===== config.mk =====
export PLATFORM = sky130hd
export DESIGN_NAME = odometer_seq_ctrl
export DESIGN_NICKNAME = d
export VERILOG_FILES = /design/src/rtl/odometer_seq_ctrl.sv
export SDC_FILE = /design/constraint.sdc
export NUM_CORES = 1
export LEC_CHECK = 0
export BUFFER_PORTS_ARGS = -buffer_cell sky130_fd_sc_hd__buf_4
export CORE_ASPECT_RATIO = 1.25
export CORE_MARGIN = 2
export CORE_UTILIZATION = 51
export CTS_CLUSTER_DIAMETER = 150
export DETAILED_ROUTE_END_ITERATION = 7
export PLACE_DENSITY = 0.78
export SLEW_MARGIN = 40
export SYNTH_ARGS = -nofsm -noshare
export SYNTH_HDL_FRONTEND = slang
export SYNTH_SLANG_ARGS = --single-unit

===== constraint.sdc =====
create_clock -name AC_STRESS_CLK -period 2.3 [get_ports AC_STRESS_CLK]
set_input_delay 0.345 -clock AC_STRESS_CLK [delete_from_list [all_inputs] [get_ports AC_STRESS_CLK]]
set_output_delay 0.345 -clock AC_STRESS_CLK [all_outputs]
set_load 0.02 [all_outputs]

===== src/rtl/odometer_seq_ctrl.sv =====
// Sequencer for the stacked ring-oscillator odometer: config, reload, stress, measure, capture.
// Optional baseline-relative RES_DELTA output is built when ODO_DELTA_EN is defined.
module odometer_seq_ctrl #(
    parameter int unsigned STRESS_W      = 16,
    parameter int unsigned MEAS_W        = 16,
    parameter int unsigned ITER_W        = 8,
    parameter int unsigned SETTLE_CYCLES = 4
) (
    input  logic                AC_STRESS_CLK,
    input  logic                RESETB,
    input  logic                GO,
    input  logic                ABORT,
    input  logic                CFG_AC_DC,
    input  logic [2:0]          CFG_SEL_INV,
    input  logic [STRESS_W-1:0] CFG_STRESS_CYC,
    input  logic [MEAS_W-1:0]   CFG_MEAS_CYC,
    input  logic [ITER_W-1:0]   CFG_ITER,
    input  logic [11:0]         BF_COUNT,
    output logic                START,
    output logic                AC_DC,
    output logic                SEL_INV99,
    output logic                SEL_INV97,
    output logic                SEL_INV101,
    output logic                LOAD,
    output logic                MEAS_TRIG,
    output logic                BUSY,
    output logic                DONE,
    output logic                ERR,
    output logic                RES_VALID,
    output logic [11:0]         RES_COUNT,
    output logic [ITER_W-1:0]   RES_INDEX,
    output logic [12:0]         RES_DELTA
);
    localparam int unsigned CNT_W = (STRESS_W > MEAS_W) ? STRESS_W : MEAS_W;
    localparam logic [CNT_W-1:0]    CNT_ONE  = {{(CNT_W-1){1'b0}}, 1'b1};
    localparam logic [STRESS_W-1:0] S_ONE    = {{(STRESS_W-1){1'b0}}, 1'b1};
    localparam logic [MEAS_W-1:0]   M_ONE    = {{(MEAS_W-1){1'b0}}, 1'b1};
    localparam logic [ITER_W-1:0]   ITER_ONE = {{(ITER_W-1){1'b0}}, 1'b1};

    typedef enum logic [2:0] {StIdle, StConfig, StReload, StStress, StMeas, StCapture} state_t;

    state_t              state_q;
    logic [CNT_W-1:0]    cnt_q;
    logic [ITER_W-1:0]   idx_q;
    logic [ITER_W-1:0]   iter_q;
    logic [STRESS_W-1:0] stress_q;
    logic [MEAS_W-1:0]   meas_q;
    logic                ac_dc_q;
    logic [2:0]          sel_q;
    logic                fin_q;
    logic                last_q;

    logic [CNT_W-1:0] settle_ld, stress_ld, meas_ld;
    logic             active;

    assign settle_ld = CNT_W'(SETTLE_CYCLES - 1);
    assign stress_ld = (stress_q == '0) ? '0 : CNT_W'(stress_q - S_ONE);
    assign meas_ld   = CNT_W'(meas_q - M_ONE);
    assign active    = (state_q != StIdle);

    // Control outputs are a registered decode of the current state, so they trail it by one edge.
    always_ff @(posedge AC_STRESS_CLK or negedge RESETB) begin
        if (!RESETB) begin
            state_q    <= StIdle;
            cnt_q      <= '0;
            idx_q      <= '0;
            iter_q     <= '0;
            stress_q   <= '0;
            meas_q     <= '0;
            ac_dc_q    <= 1'b0;
            sel_q      <= '0;
            fin_q      <= 1'b0;
            last_q     <= 1'b0;
            START      <= 1'b0;
            AC_DC      <= 1'b0;
            SEL_INV99  <= 1'b0;
            SEL_INV97  <= 1'b0;
            SEL_INV101 <= 1'b0;
            LOAD       <= 1'b0;
            MEAS_TRIG  <= 1'b0;
            BUSY       <= 1'b0;
            DONE       <= 1'b0;
            ERR        <= 1'b0;
            RES_VALID  <= 1'b0;
            RES_COUNT  <= '0;
            RES_INDEX  <= '0;
        end else begin
            START      <= active;
            BUSY       <= active;
            AC_DC      <= active & ac_dc_q;
            SEL_INV99  <= active & sel_q[0];
            SEL_INV97  <= active & sel_q[1];
            SEL_INV101 <= active & sel_q[2];
            LOAD       <= (state_q == StStress) || (state_q == StMeas) || (state_q == StCapture);
            MEAS_TRIG  <= (state_q == StMeas);
            ERR        <= 1'b0;
            RES_VALID  <= fin_q;
            DONE       <= fin_q & last_q;
            fin_q      <= 1'b0;
            last_q     <= 1'b0;
            if (ABORT && active) begin
                state_q    <= StIdle;
                START      <= 1'b0;
                BUSY       <= 1'b0;
                AC_DC      <= 1'b0;
                SEL_INV99  <= 1'b0;
                SEL_INV97  <= 1'b0;
                SEL_INV101 <= 1'b0;
                LOAD       <= 1'b0;
                MEAS_TRIG  <= 1'b0;
                RES_VALID  <= 1'b0;
                DONE       <= 1'b0;
                ERR        <= 1'b1;
            end else begin
                unique case (state_q)
                    StIdle: begin
                        if (GO) begin
                            if (CFG_ITER != '0 && CFG_MEAS_CYC != '0) begin
                                ac_dc_q  <= CFG_AC_DC;
                                sel_q    <= CFG_SEL_INV;
                                stress_q <= CFG_STRESS_CYC;
                                meas_q   <= CFG_MEAS_CYC;
                                iter_q   <= CFG_ITER;
                                idx_q    <= '0;
                                cnt_q    <= settle_ld;
                                state_q  <= StConfig;
                            end else begin
                                ERR <= 1'b1;
                            end
                        end
                    end
                    StConfig: begin
                        if (cnt_q == '0) state_q <= StReload;
                        else             cnt_q   <= cnt_q - CNT_ONE;
                    end
                    StReload: begin
                        cnt_q   <= stress_ld;
                        state_q <= StStress;
                    end
                    StStress: begin
                        if (cnt_q == '0) begin
                            cnt_q   <= meas_ld;
                            state_q <= StMeas;
                        end else begin
                            cnt_q <= cnt_q - CNT_ONE;
                        end
                    end
                    StMeas: begin
                        if (cnt_q == '0) begin
                            cnt_q   <= settle_ld;
                            state_q <= StCapture;
                        end else begin
                            cnt_q <= cnt_q - CNT_ONE;
                        end
                    end
                    StCapture: begin
                        if (cnt_q == '0) begin
                            RES_COUNT <= BF_COUNT;
                            RES_INDEX <= idx_q;
                            idx_q     <= idx_q + ITER_ONE;
                            fin_q     <= 1'b1;
                            if (idx_q == iter_q - ITER_ONE) begin
                                last_q  <= 1'b1;
                                state_q <= StIdle;
                            end else begin
                                state_q <= StReload;
                            end
                        end else begin
                            cnt_q <= cnt_q - CNT_ONE;
                        end
                    end
                    default: state_q <= StIdle;
                endcase
            end
        end
    end

`ifdef ODO_DELTA_EN
    logic        cap_fire;
    logic [11:0] base_q;

    assign cap_fire = (state_q == StCapture) && (cnt_q == '0) && !ABORT;

    always_ff @(posedge AC_STRESS_CLK or negedge RESETB) begin
        if (!RESETB) begin
            base_q    <= '0;
            RES_DELTA <= '0;
        end else if (cap_fire) begin
            if (idx_q == '0) begin
                base_q    <= BF_COUNT;
                RES_DELTA <= '0;
            end else begin
                RES_DELTA <= {1'b0, BF_COUNT} - {1'b0, base_q};
            end
        end
    end
`else
    assign RES_DELTA = '0;
`endif

endmodule


# Yosys cells after proc, flatten, opt, wreduce, memory -nomap -nowiden
# Index checks and enable logic that the tools add are counted.
# W data, S select, Z words.
dict set report word_totals {
  register_bits 103
  word_cells 107
  inputBits 60
  out_inout_bits 44
}
dict set report op_classes {
  eq_ne 16
  n_mux 40
  reduce_logical 18
  bitwise_logic 6
  addsub 5
}
# cell count
set op_table {}
lappend op_table {{$mux W16} 6}
lappend op_table {{$pmux W16 S5} 1}
lappend op_table {{$sub A16 B1 Y16 const B} 3}
lappend op_table {{$logic_not A16 Y1} 2}
lappend op_table {{$mux W8} 3}
lappend op_table {{$mux W3} 7}
lappend op_table {{$mux W1} 20}
lappend op_table {{$pmux W3 S6} 1}
lappend op_table {{$pmux W8 S2} 1}
lappend op_table {{$reduce_bool A16 Y1} 1}
lappend op_table {{$reduce_and A5 Y1} 2}
lappend op_table {{$ne A3 B1 Y1 const B} 3}
lappend op_table {{$ne A3 B3 Y1 const B} 3}
lappend op_table {{$add A8 B1 Y8 const B} 1}
lappend op_table {{$eq A8 B8 Y1} 1}
lappend op_table {{$reduce_bool A8 Y1} 1}
lappend op_table {{$sub A8 B1 Y8 const B} 1}
lappend op_table {{$eq A3 B2 Y1 const B} 2}
lappend op_table {{$eq A3 B3 Y1 const B} 2}
lappend op_table {{$ne A2 B2 Y1 const B} 3}
lappend op_table {{$reduce_and A6 Y1} 1}
lappend op_table {{$and A1 B1 Y1} 5}
lappend op_table {{$reduce_bool A5 Y1} 1}
lappend op_table {{$reduce_and A4 Y1} 1}
lappend op_table {{other kinds (11)} 13}

# Depth between registers and ports, before layout
# Gate-level depths: netlist of the first run.
dict set report logic_depth {
  word_depth 6
  mapped_depth 10
  ltp_nobuf 8
}

# Least setup slack after synthesis of the first run
# OpenSTA, ideal clock, no wires.
dict set report synth_timing {
  path_type {reg-to-reg}
  from {register cnt_q[0]}
  to {register idx_q[7]}
  period_less_slack_ns 2.350
  arrival_time_ns 2.217
  setup_slack_ns -0.050
  n_path_buf 1
  setup_ns 0.133
  required_ns 2.167
  path_stages_with_launch 9
  cell_sequence {dfrtp_1 inv_1 ha_1 or4b_4 or4_1 buf_2 nor4_4 xnor2_1 nor2_1}
}
dict set report synth_between {
  elab_chain_len 3
}
# element line_no
set synth_lines {}
lappend synth_lines {{from (decl)} 43} ;# logic [CNT_W-1:0] cnt_q;
lappend synth_lines {{from (signal assigned)} 125} ;# cnt_q <= settle_ld;
lappend synth_lines {{from (signal assigned)} 134} ;# else cnt_q <= cnt_q - CNT_ONE;
lappend synth_lines {{from (signal assigned)} 137} ;# cnt_q <= stress_ld;
lappend synth_lines {{$logic_not A16 Y1} 157} ;# if (cnt_q == '0) begin
lappend synth_lines {{$ne A2 B1 Y1 (no line)} -}
lappend synth_lines {{$reduce_and A5 Y1 (no line)} -}
lappend synth_lines {{to (signal assigned)} 160} ;# idx_q <= idx_q + ITER_ONE;
lappend synth_lines {{to (decl)} 44} ;# logic [ITER_W-1:0] idx_q;
# No other way between the ends.
# A chain may end at the register's enable or synchronous reset.

# Worst setup path in the final report of the first run
dict set report layout_timing {
  from {register meas_q[0]}
  to {register cnt_q[15]}
}
dict set report layout_between {
  elab_chain_len 3
}
# element line_no
set layout_lines {}
lappend layout_lines {{from (decl)} 47} ;# logic [MEAS_W-1:0] meas_q;
lappend layout_lines {{from (signal assigned)} 69} ;# meas_q <= '0;
lappend layout_lines {{from (signal assigned)} 122} ;# meas_q <= CFG_MEAS_CYC;
lappend layout_lines {{$sub A16 B1 Y16} 58} ;# assign meas_ld = CNT_W'(meas_q - M_ONE);
lappend layout_lines {{$mux W16} 141} ;# if (cnt_q == '0) begin
lappend layout_lines {{$pmux W16 S5} 115} ;# unique case (state_q)
lappend layout_lines {{to (signal assigned)} 142} ;# cnt_q <= meas_ld;
lappend layout_lines {{to (signal assigned)} 145} ;# cnt_q <= cnt_q - CNT_ONE;
lappend layout_lines {{to (signal assigned)} 150} ;# cnt_q <= settle_ld;
# No other way between the ends.

==> results of run 1 <==
-- sequential cells by signal, summed over array words and instances (netlist names), 3 cells and up --
name	count
cnt_q	16
RES_COUNT	12
stress_q	16
state_q	3
meas_q	16
iter_q	8
idx_q	8
RES_INDEX	8
sel_q	3
-- critical path, delay by kind of cell, from the launching register on --
| kind | cells | cell delay (ns) |
|---|---|---|
| simple gates | 3 | 1.29 |
| xor+xnor | 1 | 0.14 |
| compound gates | 2 | 0.20 |
| flops | 1 | 0.39 |
| buf+inv | 1 | 0.13 |
-- per-stage QoR --
| step | utilization (%) | hold WS [ns] | cell area (sq um) | TNS [ns] |
|---|---|---|---|---|
| after floorplan | - | 0.0494 | 5600 | 0 |
| after global placement | 62.6 | 0.292 | 6650 | 0 |
| after detailed placement | 62.6 | 0.307 | 6650 | -0.0296 |
| after CTS | 65.4 | 0.188 | 6940 | 0 |
| after global routing | 66.5 | 0.187 | 7060 | -0.203 |
| final | 66.5 | 0.191 | 7060 | 0 |
-- layout by cell type (no fill, tap or decap), drive strengths merged, types with 18 or more instances in the layout --
cell	instances
nor4	18
o21ai	28
dfrtp	103
a21oi	24
buf	140
xnor2	21
nor2	40
xor2	26
mux2	45
nand2	95
-- final cells by class --
class                      instances  area, sq um  share of cell area [%]
clock buffer                      13          250                    3.54
inverter                          12         45.0                   0.638
clock inverter                     3         18.8                   0.266
timing repair buffer             141         1110                    15.8
sequential                       103         2580                    36.5
multi-input combinational        434         2890                    40.9
tap                              132          165                    2.34
-- cells by family after synthesis --
group	count (synthesis)
mux	48
xor+xnor	47
buf+inv	47
other cells	1
compound gates	83
fa+ha+maj	7
flops	103
simple gates	236
-- timing repair --
| action | 4_1_cts | 5_1_grt |
|---|---|---|
| endpoints found under the hold margin | 29 | 0 |
| hold buffers | 1 | 0 |
| endpoints found under the setup margin | 6 | 39 |
| buffers inserted | 0 | 3 |
| pin swaps | 0 | 6 |
| gates resized for setup | 3 | 30 |
-- where the power goes --
| group | internal, mW | switching (mW) | leakage, nW |
|---|---|---|---|
| logic | 1.47 | 1.46 | 1.86 |
| registers | 2.29 | 0.556 | 1.33 |
| clock network | 0.763 | 0.645 | 0.134 |
-- routing by layer --
metal / track usage, % / vias up / wire length [um]
met5: 0 / - / 0
met4: 13.6 / 0 / 650
met3: 4.57 / 46 / 762
met2: 42.8 / 180 / 7330
met1: 29.8 / 2320 / 5510
li1: - / 2259 / -
-- how the worst max path moves through the flow --
stage | from | end | depth (start not counted)
floorplan | meas_q[0] | cnt_q[12] | 8
global placement | meas_q[0] | cnt_q[14] | 9
detailed placement | meas_q[0] | cnt_q[14] | 9
CTS | meas_q[0] | cnt_q[13] | 7
global route | meas_q[0] | cnt_q[15] | 7
finish | meas_q[0] | cnt_q[15] | 7
==> reports/summary.json, run 1 <==
{
  "global_routing": {
    "grt_first_pass_wirelength_um": 23300,
    "overflow": 0,
    "grt_pass1_vias": 4720,
    "largest_net_degree_at_the_start_of_global_routing": 52,
    "gr-usage-all-layers_pct": 24.9,
    "number_of_antenna_violations_at_the_first_check_in_global_routing": 0
  },
  "floorplanning": {
    "die_w_um": 97.2,
    "core_area_sq_mm": 0.0106,
    "die_height_um": 121,
    "start_util_pct": 52.2,
    "top_level_port_count": 104,
    "die_area_sq_mm": 0.0117,
    "num_rows": 42
  },
  "logic_synthesis": {
    "syn_area_sq_mm": 0.00554,
    "synth_sequential_area_ratio_pct": 46.5,
    "yosys.area_share.simple_pct": 21.6,
    "synth_async_sr_flop_share_pct": 100,
    "largest_family_of_logic_cells_by_synthesized_area": "simple AND/OR/NAND/NOR gates",
    "edff_count_synth": 0,
    "synth_top_cell_by_area": "sky130_fd_sc_hd__dfrtp_1",
    "syn_avg_cell_area_sq_um": 9.69,
    "synthMostInstantiatedCell": "sky130_fd_sc_hd__dfrtp_1",
    "yosys.area_share.xor_xnor_pct": 7.43,
    "post_synth_mux_area_share_pct": 9.68,
    "synth_fa_ha_area_share_pct": 1.58,
    "ys_types": 54,
    "ys_top_cells_by_count": "103 x sky130_fd_sc_hd__dfrtp_1, 95 x sky130_fd_sc_hd__nand2_1, 45 x sky130_fd_sc_hd__mux2_2",
    "synth_cells": 572,
    "yosys-top-cells-area": "sky130_fd_sc_hd__dfrtp_1 47%, sky130_fd_sc_hd__mux2_2 9.1%, sky130_fd_sc_hd__nand2_1 6.4%",
    "dominantRegCellSynth": "sky130_fd_sc_hd__dfrtp_1",
    "synthesized_area_fraction_occupied_by_ao_oa_aoi_and_oai_cells_pct": 8.87,
    "synth_warnings": 0,
    "synth-seq-cells": 103,
    "yosysTopAreaCellShare_pct": 46.5
  },
  "final_layout": {
    "fraction_of_final_layout_cells_with_drive_strength_greater_than_1_pct": 31.7,
    "n_antenna_cell": 0,
    "layout-area-overhead-vs-synth_pct": 27.4,
    "layout.filler_cells": 842,
    "finish.net_count": 768,
    "final_cell_count_no_fill": 838
  },
  "worst_setup_path": {
    "worst-endpoint-arrival_ns": 2.51,
    "critical_path.max_stage_delay_ns": 0.55,
    "timing.critical_path.mode_cell": "sky130_fd_sc_hd__or4_4",
    "regToRegStartpoint": "meas_q[0]",
    "path_class": "flip-flop to flip-flop",
    "crit-reg2reg-capture": "cnt_q[15]",
    "cpMaxStageDelayCell": "sky130_fd_sc_hd__or4_4",
    "cp_max_fo": 5,
    "reg2reg_setup_slack_ns": 0.03,
    "critPathCaptureType": "flip-flop",
    "startpoint_type": "flip-flop",
    "reg2regPathDepth": 7,
    "path_cells": "buf_6 > or4_4 > or4_4 > nor3_4 > xnor2_2 > o22a_1 > o21ai_1",
    "worst-endpoint-required_ns": 2.53
  },
  "timing": {
    "worst_slack_ns": 0.0262,
    "timing.final.max_slew_violations": 0,
    "tightest_slew_ns": 0.617,
    "period_minus_slack_ns": 2.27,
    "unrepaired_setup_endpoints_after_global_routing": "true",
    "timing.slew.headroom_pct": 58.5,
    "max_freq_ghz": 0.440,
    "period_share_pct": 98.9,
    "setup_violations": 0,
    "timing.final.hold_violations": 0,
    "finalClockSkew_ns": 0.00886
  },
  "min_path": {
    "holdPathEnd": "RES_COUNT[11]",
    "hold_path.class": "input pin to flip-flop",
    "min_delay_path_depth": 3,
    "worst_hold_startpoint": "BF_COUNT[11]"
  },
  "placed_design": {
    "pre_cts_setup_slack_ns": -0.0279,
    "place.detailed.hpwl_um": 10500,
    "placed_cells": 818,
    "port_buffers": 90,
    "place.gp.congestion": 1.02
  },
  "cts": {
    "cts.reportedPaths.clkPinSlew_ns": 0.07,
    "htreeDepth": 3,
    "numCtsBuffers": 9,
    "clkLatencyLatePin_ns": 0.35,
    "numClockSinks": 103,
    "cts_tree": "yes",
    "cts_root_buffer": "sky130_fd_sc_hd__clkbuf_16",
    "clk_path_buf_depth": 2
  },
  "pwr": {
    "post-layout-total-power_mw": 7.19,
    "power.density_cell_area_mw_per_mm2": 1020,
    "power_leakage_nw": 3.31,
    "peakVddDrop_mv": 0.544
  },
  "detailed_routing": {
    "via_per_inst": 5.73,
    "firstDrtPassIters": 5,
    "post-route-drc-count": 0,
    "avgRoutedWirePerCell_um": 17.0,
    "initialDrtViolationCount": 347,
    "number_of_vias_after_detailed_routing": 4805,
    "finalWirelength_um": 14200,
    "postRouteAntennaNets": 0
  },
  "flow_run": {
    "maxCapViolations": 0
  },
  "run_status": {
    "status": "complete, no violations"
  }
}
Power figures use the tool's default switching activity.
==> run 2: changes to the inputs <==
--- a/config.mk
+++ b/config.mk
@@ -6,12 +6,14 @@
 export NUM_CORES = 1
 export LEC_CHECK = 0
 export BUFFER_PORTS_ARGS = -buffer_cell sky130_fd_sc_hd__buf_4
+export CELL_PAD_IN_SITES_DETAIL_PLACEMENT = 1
+export CELL_PAD_IN_SITES_GLOBAL_PLACEMENT = 2
 export CORE_ASPECT_RATIO = 1.25
 export CORE_MARGIN = 2
-export CORE_UTILIZATION = 51
+export CORE_UTILIZATION = 31
 export CTS_CLUSTER_DIAMETER = 150
 export DETAILED_ROUTE_END_ITERATION = 7
-export PLACE_DENSITY = 0.78
+export PLACE_DENSITY = 0.77
 export SLEW_MARGIN = 40
 export SYNTH_ARGS = -nofsm -noshare
 export SYNTH_HDL_FRONTEND = slang
==> run 2 against run 1 <==
First-iteration DRC count down 51%. Routed wire length up 22%. Sequential power about the same. Global-route usage down 5.7 points. Via count down 0.25%. Sequential share of layout area down 1.5 points. Final area up 4.3%. Critical path depth down 1. Clock power up 9.9%. Critical endpoint unchanged.
==> reports/summary.json, run 2 (synthesis results as in run 1) <==
{
  "run_status": {
    "status": "complete, no violations"
  },
  "timing": {
    "period_share_pct": 97.4,
    "worst_slack_ns": 0.0604,
    "timing.final.hold_violations": 0,
    "tightest_slew_ns": 0.536,
    "finalClockSkew_ns": 0.0145,
    "setup_violations": 0,
    "period_minus_slack_ns": 2.24,
    "timing.final.max_slew_violations": 0,
    "timing.slew.headroom_pct": 63.9,
    "max_freq_ghz": 0.446,
    "unrepaired_setup_endpoints_after_global_routing": "true"
  },
  "cts": {
    "clk_path_buf_depth": 2,
    "htreeDepth": 3,
    "cts_tree": "yes",
    "clkLatencyLatePin_ns": 0.37,
    "cts_root_buffer": "sky130_fd_sc_hd__clkbuf_16",
    "cts.reportedPaths.clkPinSlew_ns": 0.08,
    "numCtsBuffers": 9,
    "numClockSinks": 103
  },
  "worst_setup_path": {
    "worst-endpoint-required_ns": 2.55,
    "startpoint_type": "flip-flop",
    "worst_path_dominant_cell_family": "simple AND/OR/NAND/NOR gates",
    "cpMaxStageDelayCell": "sky130_fd_sc_hd__or4_4",
    "path_cells": "or4_4 > or4_4 > nor3_2 > xnor2_1 > o22a_1 > o21ai_1",
    "critical_path_buf_inv_count": 0,
    "crit_path_start": "meas_q[6]",
    "cp_max_fo": 5,
    "critPathCaptureType": "flip-flop",
    "reg2regPathDepth": 6,
    "path_class": "flip-flop to flip-flop",
    "critical_path.max_stage_delay_ns": 0.56,
    "critical_path_depth": 6,
    "timing.critical_path.mode_cell": "sky130_fd_sc_hd__or4_4",
    "worst-endpoint-arrival_ns": 2.49,
    "regToRegStartpoint": "meas_q[6]"
  },
  "min_path": {
    "worst_hold_startpoint": "BF_COUNT[11]",
    "hold_path.class": "input pin to flip-flop",
    "min_delay_path_depth": 3
  },
  "pwr": {
    "power.clock.fraction_pct": 20.6,
    "power.switching_mw": 2.92,
    "share_seq_of_total_power_pct": 38.2,
    "sw_frac_of_total_pct": 38.9,
    "comb_power_share_pct": 41.2,
    "power_leakage_nw": 3.43,
    "peakVddDrop_mv": 0.497,
    "power.density_cell_area_mw_per_mm2": 1020,
    "post-layout-total-power_mw": 7.52,
    "internal_power_of_the_cells_mw": 4.59
  },
  "floorplanning": {
    "top_level_port_count": 104,
    "core_area_sq_mm": 0.0175,
    "die_area_sq_mm": 0.0190,
    "num_rows": 54,
    "start_util_pct": 31.7,
    "die_w_um": 124,
    "die_height_um": 154
  },
  "flow_run": {
    "maxCapViolations": 0
  },
  "final_layout": {
    "registers_with_the_most_flip_flops": "cnt_q (16), meas_q (16), stress_q (16)",
    "mostFrequentLayoutCells": "158 x sky130_fd_sc_hd__buf_4, 102 x sky130_fd_sc_hd__dfrtp_1, 95 x sky130_fd_sc_hd__nand2_1, 45 x sky130_fd_sc_hd__mux2_2, 38 x sky130_fd_sc_hd__nor2_1",
    "postLayoutCoreUtil_pct": 42.1,
    "layout.filler_cells": 1982,
    "finalInstanceArea_sq_mm": 0.00737,
    "finish.net_count": 792,
    "layout-area-overhead-vs-synth_pct": 32.9,
    "n_antenna_cell": 0,
    "mostFrequentLayoutCell": "sky130_fd_sc_hd__buf_4",
    "fraction_of_final_layout_cells_with_drive_strength_greater_than_1_pct": 34.8
  },
  "global_routing": {
    "gr-usage-all-layers_pct": 19.3,
    "number_of_antenna_violations_at_the_first_check_in_global_routing": 0,
    "largest_net_degree_at_the_start_of_global_routing": 63,
    "overflow": 0,
    "grt_pass1_vias": 5193,
    "grt_first_pass_wirelength_um": 28100
  },
  "detailed_routing": {
    "finalWirelength_um": 17300,
    "via_per_inst": 5.02,
    "number_of_vias_after_detailed_routing": 4793,
    "initialDrtViolationCount": 169,
    "firstDrtPassIters": 4,
    "post-route-drc-count": 0,
    "avgRoutedWirePerCell_um": 18.2,
    "postRouteAntennaNets": 0
  },
  "placed_design": {
    "port_buffers": 90,
    "place.gp.congestion": 0.907,
    "pre_cts_setup_slack_ns": -0.104,
    "place.detailed.hpwl_um": 13500,
    "placed_cell_area_sq_mm": 0.00693
  }
}
run 2: layout make-up:
class | instances | area (sq um) | share of cell area [%]
clock buffer | 10 | 229 | 3.11
multi-input combinational | 434 | 2890 | 39.3
inverter | 12 | 45.0 | 0.611
clock inverter | 6 | 62.6 | 0.849
tap | 224 | 280 | 3.80
timing repair buffer | 165 | 1280 | 17.4
sequential | 103 | 2580 | 35.0
run 2: worst register-to-register path, delay by kind of cell, from the launching register on:
family | cells | cell delay, ns
compound gates | 2 | 0.22
simple gates | 3 | 1.30
xor+xnor | 1 | 0.16
flops | 1 | 0.45
run 2: final timing paths:
path	endpoint	slack, ns
worst max-delay path	cnt_q[15]	0.06
worst max register to register	cnt_q[15]	0.06
worst min register to register	RES_COUNT[11]	0.47
max in group asynchronous	cnt_q[9]	1.30
min in group asynchronous	RES_COUNT[1]	0.51
worst min-delay path	RES_COUNT[11]	0.17
run 2: stage by stage:
stage               setup TNS, ns  hold WS (ns)  instances
floorplan                       0        0.0494        584
global placement           -0.133         0.377        932
detailed placement         -0.331         0.385        934
CTS                             0         0.159        951
global route              -0.0526         0.184        954
finish                          0         0.166        954
run 2: power groups by stage:
stage | Sequential, mW | Combinational, mW | Clock [mW]
after floorplan | 2.76 | 1.74 | 0
after global placement | 2.85 | 2.85 | 0
after detailed placement | 2.88 | 2.96 | 0
after CTS | 2.85 | 2.99 | 1.59
after global routing | 2.96 | 3.38 | 1.64
final | 2.87 | 3.10 | 1.55
run 2: routing by layer:
layer	track usage [%]	vias up	share of wire, %
li1	-	2295	-
met1	23.2	2390	40
met5	0	-	0
met2	33.9	87	54
met4	7.47	0	2.4
met3	3.19	21	3.2
run 2: repair_timing:
| item | CTS | global route |
|---|---|---|
| gates resized for setup | 4 | 29 |
| endpoints found under the setup margin | 6 | 36 |
| hold buffers | 1 | 0 |
| hold endpoints to repair | 17 | 0 |
| pin swaps | 3 | 7 |
| setup buffers | 0 | 3 |
